--- src/rtl/axi_pkg.sv ---
// axi_pkg: AXI response/burst constants and crossbar FSM state types
package axi_pkg;
  localparam logic [1:0] AXI_RESP_OKAY   = 2'b00;
  localparam logic [1:0] AXI_RESP_EXOKAY = 2'b01;
  localparam logic [1:0] AXI_RESP_SLVERR = 2'b10;
  localparam logic [1:0] AXI_RESP_DECERR = 2'b11;
  localparam logic [1:0] AXI_BURST_FIXED = 2'b00;
  localparam logic [1:0] AXI_BURST_INCR  = 2'b01;
  localparam logic [1:0] AXI_BURST_WRAP  = 2'b10;
  typedef enum logic [1:0] {RD_IDLE, RD_FWD, RD_ERR} rd_state_t;
  typedef enum logic [2:0] {WR_IDLE, WR_DATA, WR_RESP, WR_ERRD, WR_ERRB} wr_state_t;
endpackage

--- src/rtl/axi_addr_decode.sv ---
// axi_addr_decode: address to slave index (lowest region wins), err when routed to the local DECERR sink
module axi_addr_decode #(
  parameter int NSLV = 2,
  parameter int AW = 32,
  parameter logic [NSLV*AW-1:0] REGION_BASE = {32'h0000_0000, 32'h8000_0000},
  parameter logic [NSLV*AW-1:0] REGION_MASK = {32'h0000_0000, 32'hF800_0000},
  parameter int DEFAULT_SLV = NSLV,
  parameter int SW = $clog2(NSLV + 1)
) (
  input  logic [AW-1:0] addr,
  output logic [SW-1:0] sel,
  output logic          err
);
  always_comb begin
    sel = SW'(DEFAULT_SLV);
    for (int i = NSLV - 1; i >= 0; i--)
      if ((addr & REGION_MASK[i*AW +: AW]) == REGION_BASE[i*AW +: AW]) sel = SW'(i);
  end
  assign err = sel == SW'(NSLV);
endmodule

--- src/rtl/axi_region_xbar.sv ---
// axi_region_xbar: 1-to-NSLV AXI4 crossbar routing on address, select latched per transaction, local DECERR
module axi_region_xbar import axi_pkg::*; #(
  parameter int NSLV = 2,
  parameter int DW = 64,
  parameter int AW = 32,
  parameter logic [NSLV*AW-1:0] REGION_BASE = {32'h0000_0000, 32'h8000_0000},
  parameter logic [NSLV*AW-1:0] REGION_MASK = {32'h0000_0000, 32'hF800_0000},
  parameter int DEFAULT_SLV = NSLV
) (
  input  logic                 clk,
  input  logic                 rst,
  input  logic [AW-1:0]        s_araddr,
  input  logic [7:0]           s_arlen,
  input  logic [2:0]           s_arsize,
  input  logic [1:0]           s_arburst,
  input  logic                 s_arvalid,
  output logic                 s_arready,
  output logic [DW-1:0]        s_rdata,
  output logic [1:0]           s_rresp,
  output logic                 s_rlast,
  output logic                 s_rvalid,
  input  logic                 s_rready,
  input  logic [AW-1:0]        s_awaddr,
  input  logic [7:0]           s_awlen,
  input  logic [1:0]           s_awburst,
  input  logic                 s_awvalid,
  output logic                 s_awready,
  input  logic [DW-1:0]        s_wdata,
  input  logic [DW/8-1:0]      s_wstrb,
  input  logic                 s_wlast,
  input  logic                 s_wvalid,
  output logic                 s_wready,
  output logic [1:0]           s_bresp,
  output logic                 s_bvalid,
  input  logic                 s_bready,
  output logic [NSLV*AW-1:0]   m_araddr,
  output logic [NSLV*8-1:0]    m_arlen,
  output logic [NSLV*3-1:0]    m_arsize,
  output logic [NSLV*2-1:0]    m_arburst,
  output logic [NSLV-1:0]      m_arvalid,
  input  logic [NSLV-1:0]      m_arready,
  input  logic [NSLV*DW-1:0]   m_rdata,
  input  logic [NSLV*2-1:0]    m_rresp,
  input  logic [NSLV-1:0]      m_rlast,
  input  logic [NSLV-1:0]      m_rvalid,
  output logic [NSLV-1:0]      m_rready,
  output logic [NSLV*AW-1:0]   m_awaddr,
  output logic [NSLV*8-1:0]    m_awlen,
  output logic [NSLV*2-1:0]    m_awburst,
  output logic [NSLV-1:0]      m_awvalid,
  input  logic [NSLV-1:0]      m_awready,
  output logic [NSLV*DW-1:0]   m_wdata,
  output logic [NSLV*DW/8-1:0] m_wstrb,
  output logic [NSLV-1:0]      m_wlast,
  output logic [NSLV-1:0]      m_wvalid,
  input  logic [NSLV-1:0]      m_wready,
  input  logic [NSLV*2-1:0]    m_bresp,
  input  logic [NSLV-1:0]      m_bvalid,
  output logic [NSLV-1:0]      m_bready
);
  localparam int SW = $clog2(NSLV + 1);
  logic [SW-1:0] ar_sel, aw_sel, rsel_q, rsel_d, wsel_q, wsel_d;
  logic ar_err, aw_err, ar_req, aw_req;
  logic [7:0] rcnt_q, rcnt_d;
  rd_state_t rd_q, rd_d;
  wr_state_t wr_q, wr_d;
  axi_addr_decode #(.NSLV(NSLV), .AW(AW), .REGION_BASE(REGION_BASE), .REGION_MASK(REGION_MASK),
    .DEFAULT_SLV(DEFAULT_SLV), .SW(SW)) u_ar_dec (.addr(s_araddr), .sel(ar_sel), .err(ar_err));
  axi_addr_decode #(.NSLV(NSLV), .AW(AW), .REGION_BASE(REGION_BASE), .REGION_MASK(REGION_MASK),
    .DEFAULT_SLV(DEFAULT_SLV), .SW(SW)) u_aw_dec (.addr(s_awaddr), .sel(aw_sel), .err(aw_err));
  // payloads fan out to every port; only the selected valid qualifies them
  assign m_araddr  = {NSLV{s_araddr}};
  assign m_arlen   = {NSLV{s_arlen}};
  assign m_arsize  = {NSLV{s_arsize}};
  assign m_arburst = {NSLV{s_arburst}};
  assign m_awaddr  = {NSLV{s_awaddr}};
  assign m_awlen   = {NSLV{s_awlen}};
  assign m_awburst = {NSLV{s_awburst}};
  assign m_wdata   = {NSLV{s_wdata}};
  assign m_wstrb   = {NSLV{s_wstrb}};
  assign m_wlast   = {NSLV{s_wlast}};
  // address forwarding is combinational in IDLE, so reset must mask it explicitly
  assign ar_req = rd_q == RD_IDLE && !rst && s_arvalid;
  assign aw_req = wr_q == WR_IDLE && !rst && s_awvalid;
  always_comb begin
    m_arvalid = '0;
    m_rready = '0;
    s_arready = ar_req && ar_err;
    s_rvalid = rd_q == RD_ERR;
    s_rdata = '0;
    s_rresp = rd_q == RD_ERR ? AXI_RESP_DECERR : AXI_RESP_OKAY;
    s_rlast = rd_q == RD_ERR && rcnt_q == 8'd0;
    for (int i = 0; i < NSLV; i++) begin
      if (ar_req && ar_sel == SW'(i)) begin
        m_arvalid[i] = 1'b1;
        s_arready = m_arready[i];
      end
      if (rd_q == RD_FWD && rsel_q == SW'(i)) begin
        s_rvalid = m_rvalid[i];
        s_rdata = m_rdata[i*DW +: DW];
        s_rresp = m_rresp[i*2 +: 2];
        s_rlast = m_rlast[i];
        m_rready[i] = s_rready;
      end
    end
  end
  always_comb begin
    m_awvalid = '0;
    m_wvalid = '0;
    m_bready = '0;
    s_awready = aw_req && aw_err;
    s_wready = wr_q == WR_ERRD;
    s_bvalid = wr_q == WR_ERRB;
    s_bresp = wr_q == WR_ERRB ? AXI_RESP_DECERR : AXI_RESP_OKAY;
    for (int i = 0; i < NSLV; i++) begin
      if (aw_req && aw_sel == SW'(i)) begin
        m_awvalid[i] = 1'b1;
        s_awready = m_awready[i];
      end
      if (wr_q == WR_DATA && wsel_q == SW'(i)) begin
        m_wvalid[i] = s_wvalid;
        s_wready = m_wready[i];
      end
      if (wr_q == WR_RESP && wsel_q == SW'(i)) begin
        s_bvalid = m_bvalid[i];
        s_bresp = m_bresp[i*2 +: 2];
        m_bready[i] = s_bready;
      end
    end
  end
  always_comb begin
    rd_d = rd_q;
    rsel_d = rsel_q;
    rcnt_d = rcnt_q;
    case (rd_q)
      RD_IDLE: if (s_arvalid && s_arready) begin
        rsel_d = ar_sel;
        rcnt_d = s_arlen;
        rd_d = ar_err ? RD_ERR : RD_FWD;
      end
      RD_FWD: rd_d = s_rvalid && s_rready && s_rlast ? RD_IDLE : RD_FWD;
      RD_ERR: if (s_rready) begin
        rcnt_d = rcnt_q - 8'd1;
        rd_d = s_rlast ? RD_IDLE : RD_ERR;
      end
      default: rd_d = RD_IDLE;
    endcase
  end
  always_comb begin
    wr_d = wr_q;
    wsel_d = wsel_q;
    case (wr_q)
      WR_IDLE: if (s_awvalid && s_awready) begin
        wsel_d = aw_sel;
        wr_d = aw_err ? WR_ERRD : WR_DATA;
      end
      WR_DATA: wr_d = s_wvalid && s_wready && s_wlast ? WR_RESP : WR_DATA;
      WR_RESP: wr_d = s_bvalid && s_bready ? WR_IDLE : WR_RESP;
      WR_ERRD: wr_d = s_wvalid && s_wlast ? WR_ERRB : WR_ERRD;
      WR_ERRB: wr_d = s_bready ? WR_IDLE : WR_ERRB;
      default: wr_d = WR_IDLE;
    endcase
  end
  always_ff @(posedge clk or posedge rst) begin
    if (rst) begin
      rd_q <= RD_IDLE;
      wr_q <= WR_IDLE;
      rsel_q <= '0;
      wsel_q <= '0;
      rcnt_q <= '0;
    end else begin
      rd_q <= rd_d;
      wr_q <= wr_d;
      rsel_q <= rsel_d;
      wsel_q <= wsel_d;
      rcnt_q <= rcnt_d;
    end
  end
endmodule

--- config.mk ---
export PLATFORM = sky130hd
export DESIGN_NAME = axi_region_xbar
export DESIGN_NICKNAME = d
export VERILOG_FILES = /design/src/rtl/axi_pkg.sv /design/src/rtl/axi_addr_decode.sv /design/src/rtl/axi_region_xbar.sv
export SDC_FILE = /design/constraint.sdc
export NUM_CORES = 1
export LEC_CHECK = 0
export ABC_AREA = 1
export BUFFER_PORTS_ARGS = -buffer_cell sky130_fd_sc_hd__buf_2
export CAP_MARGIN = 20
export CORE_AREA = 2 2 280 282
export CTS_BUF_LIST = sky130_fd_sc_hd__clkbuf_4 sky130_fd_sc_hd__clkbuf_8 sky130_fd_sc_hd__clkbuf_16
export DETAILED_ROUTE_END_ITERATION = 8
export DIE_AREA = 0 0 282 284
export HOLD_SLACK_MARGIN = 0.08
export PLACE_DENSITY = 0.37
export SKIP_LAST_GASP = 1
export SLEW_MARGIN = 25
export SYNTH_ARGS = -nofsm -noshare
export SYNTH_HDL_FRONTEND = slang
export SYNTH_SLANG_ARGS = --single-unit
--- constraint.sdc ---
create_clock -name clk -period 1.6 [get_ports clk]
set_clock_uncertainty 0.1 [all_clocks]
set_input_delay 0.16 -clock clk [delete_from_list [all_inputs] [get_ports clk]]
set_output_delay 0.16 -clock clk [all_outputs]
set_load 0.05 [all_outputs]
==> metrics.txt <==
status=finished with violations; violated checks=negative setup slack; routed len/inst=18.6 um; Port Buffers=295; Synth area leader=buf_4; Achievable Freq=0.523 GHz; Worst Path Max Fanout=10; Gate Count Post-Synth=747; dpl hpwl=29.2 mm; worst slew pin tran=0.461 ns; Bufs on Longest Clock Path=2; Reg clk slew, reported paths=0.05 ns; Root Driver=clkbuf_16; Relative slew margins=69.2%; die height=284 um; vias=4,656; final worst-path cycle share=120%; unrepaired setup endpoints after global routing=true; async set-or-reset flop fraction in the synthesized netlist=100%; CP dominant cell by count=buf_12; Max stage delay cell, worst path=dfrtp_1; kind of critical path=reg -> out; critical path endpoint category=primary output; gr ovfl total=0; Final nets=1,129; routing usage on met2=12.2%; share of layout cells above drive strength 1=67.6%; mapped cell area=4660 um2; #FFs+latches synth=15; GP Congestion=0.730; Final Power=17,100 uW; post-synth top area share=52.6%; busiest layer in global routing=met2; Max H-tree Level=1; min cycle time layout=1.91 ns; most frequent cell after synthesis=buf_4; area added between synthesis and finish=69.1%; final-report hold violation count=0; Top FF cell, synth=dfrtp_1; dpl cell area=6440 um2; initial antenna violation count=5; Design Area, Final=7890 um2; buffers and inverters on the worst path=5; FP Rows=102; antenna-violating nets left=0; fill count=8,977; Setup-failing EPs final=92; synth cell count leaders=buf_4 (327), nand2_1 (193), nand3_1 (100); P per Cell Area=2170 nW/um2; starting density of the core=6.06%; GR Util met3=4.59%; sequential area share after synthesis=8.05%; maximum vdd drop=0.000828 V; core area=77,000 um2; total CTS buffers=3; largest net degree at the start of global routing=24; routing usage on met1=8.85%; number of remaining DRC errors=0; via/cell ratio=2.51; multi-input logic area=2280 um2; Max stage delay on crit path=0.39 ns; WL final=34.5 mm; Post-synth EDFFs=0; CP startpoint kind=flip-flop; GRT Resource Usage Total=7.85%; CP arrival=1.65 ns; Slew Limit Fails=0; Clk Latency, worst-skew pair=0.25 ns; initial drt markers=132; Tightest Hold Check Type=in -> reg; critical path's top delay family=buffers and inverters; router iterations before antenna repair=4; clk sinks=15; Synth area leaders=buf_4 (53%), nand2_1 (16%), nand3_1 (11%), dfrtp_1 (8.0%), inv_1 (2.2%); DIE WIDTH=282 um; vias in the first global route=4,741; crit path cell chain=inv_2 -> nand2_4 -> inv_8 -> buf_16 -> buf_12 -> nand3_1 -> nand2_2 -> buf_12; die area=80,100 um2; first-pass GRT wire length=42.1 mm; Mapped Nets=1,064; Netlist cell types=32; Leak=0.00360 uW; syn_area_per_cell=6.24 um2; Worst EP required=1.34 ns; Syn. warnings=0; I/O pin total=719; Max Cap Violations=0; TritonCTS clock tree=yes; FF/Latch Area=377 um2; PnR worst setup slack=-0.314 ns
-- where the power goes --
part	leakage (uW)	internal [uW]	switching [uW]
clock network	0.0000409	335	179
logic	0.00338	6620	9260
registers	0.000186	550	177
-- final cells by class --
type                            count  share of cell area [%]
Antenna cell                        2                  0.0635
Clock buffer                        3                   0.952
Clock inverter                      1                  0.0635
Inverter                           33                    1.94
Multi-Input combinational cell    357                    28.9
Sequential cell                    15                    4.78
Tap cell                         1040                    16.5
Timing Repair Buffer              402                    46.8
-- routing by layer --
metal  part of all wire, %  wire length (um)  vias to the layer above
met2                    43             15000                      421
li1                      -                 -                     2147
met4                   3.2              1110                        2
met3                    14              4850                       84
met5                 0.020                 7                        -
met1                    39             13500                     2002
-- cell usage in the layout (no fill, tap or decap), types with 4 or more instances in the layout --
cell type      netlist  routed
dlygate4sd3_1        0       4
buf_4              327      63
dfrtp_1             15      14
buf_12               0      65
nand2_4              2      16
o21ai_0              5       5
nand3_2              2      27
nor2_4               4      11
nand3_1            100      69
buf_16               0       4
nor2_1              23      17
inv_2                5       5
buf_6                4      42
nand2_2              1      57
clkbuf_16            0       5
nand2_8              0       4
nand2_1            193     119
nand3_4              1       7
inv_1               27      22
buf_2                4     210
buf_8                0      10
-- tightest hold or removal path: stages --
cell,delay (ns)
buf_2,0.12
nand3_2,0.06
nand2_1,0.05
nand3b_1,0.07
-- flip-flops by register name, summed over array words and instances, names as in the netlist --
signal	cells
wr_q	3
wsel_q	1
rcnt_q	8
rsel_q	1
rd_q	2
-- cells by family after synthesis --
family	synth area share, %
flip-flops	8.05
AND/OR/NAND/NOR	32.4
AO/OA/AOI/OAI	1.74
adder cells (fa/ha/maj)	0.537
buffers and inverters	57.3
-- stage by stage --
step	utilization, %	setup slack [ns]	hold WS, ns	std cells	TNS [ns]
2_1_floorplan	-	-0.222	-0.00682	747	-1.48
3_3_place_gp	8.37	-0.192	0.220	1801	-4.61
3_5_place_dp	8.37	-0.233	0.220	1801	-5.12
4_1_cts	9.79	-0.349	0.145	1843	-22.15
5_1_grt	10.2	-0.407	0.161	1853	-28.83
6_report	10.2	-0.314	0.147	1853	-20.50
-- final timing paths --
| path | from | to | slack, ns | cells past startpoint |
|---|---|---|---|---|
| max in group asynchronous | rst | wsel_q[0] | 0.71 | 4 |
| min reg2reg | rcnt_q[7] | rcnt_q[7] | 0.47 | 2 |
| max | rd_q[1] | s_rdata[61] | -0.31 | 8 |
| max reg2reg | rd_q[0] | rd_q[0] | -0.11 | 10 |
| min in group asynchronous | rst | wr_q[0] | 0.51 | 4 |
| min | s_bready | wr_q[1] | 0.15 | 4 |
-- timing repair --
| item | 4_1_cts | 5_1_grt |
|---|---|---|
| hold buffers | 5 | 0 |
| setup endpoints to repair | 96 | 96 |
| gates resized for setup | 169 | 60 |
| gates cloned | 3 | 2 |
| pin swaps | 33 | 18 |
| hold endpoints to repair | 17 | 0 |
| buffers inserted | 32 | 13 |
(Power assumes the default switching activity.)
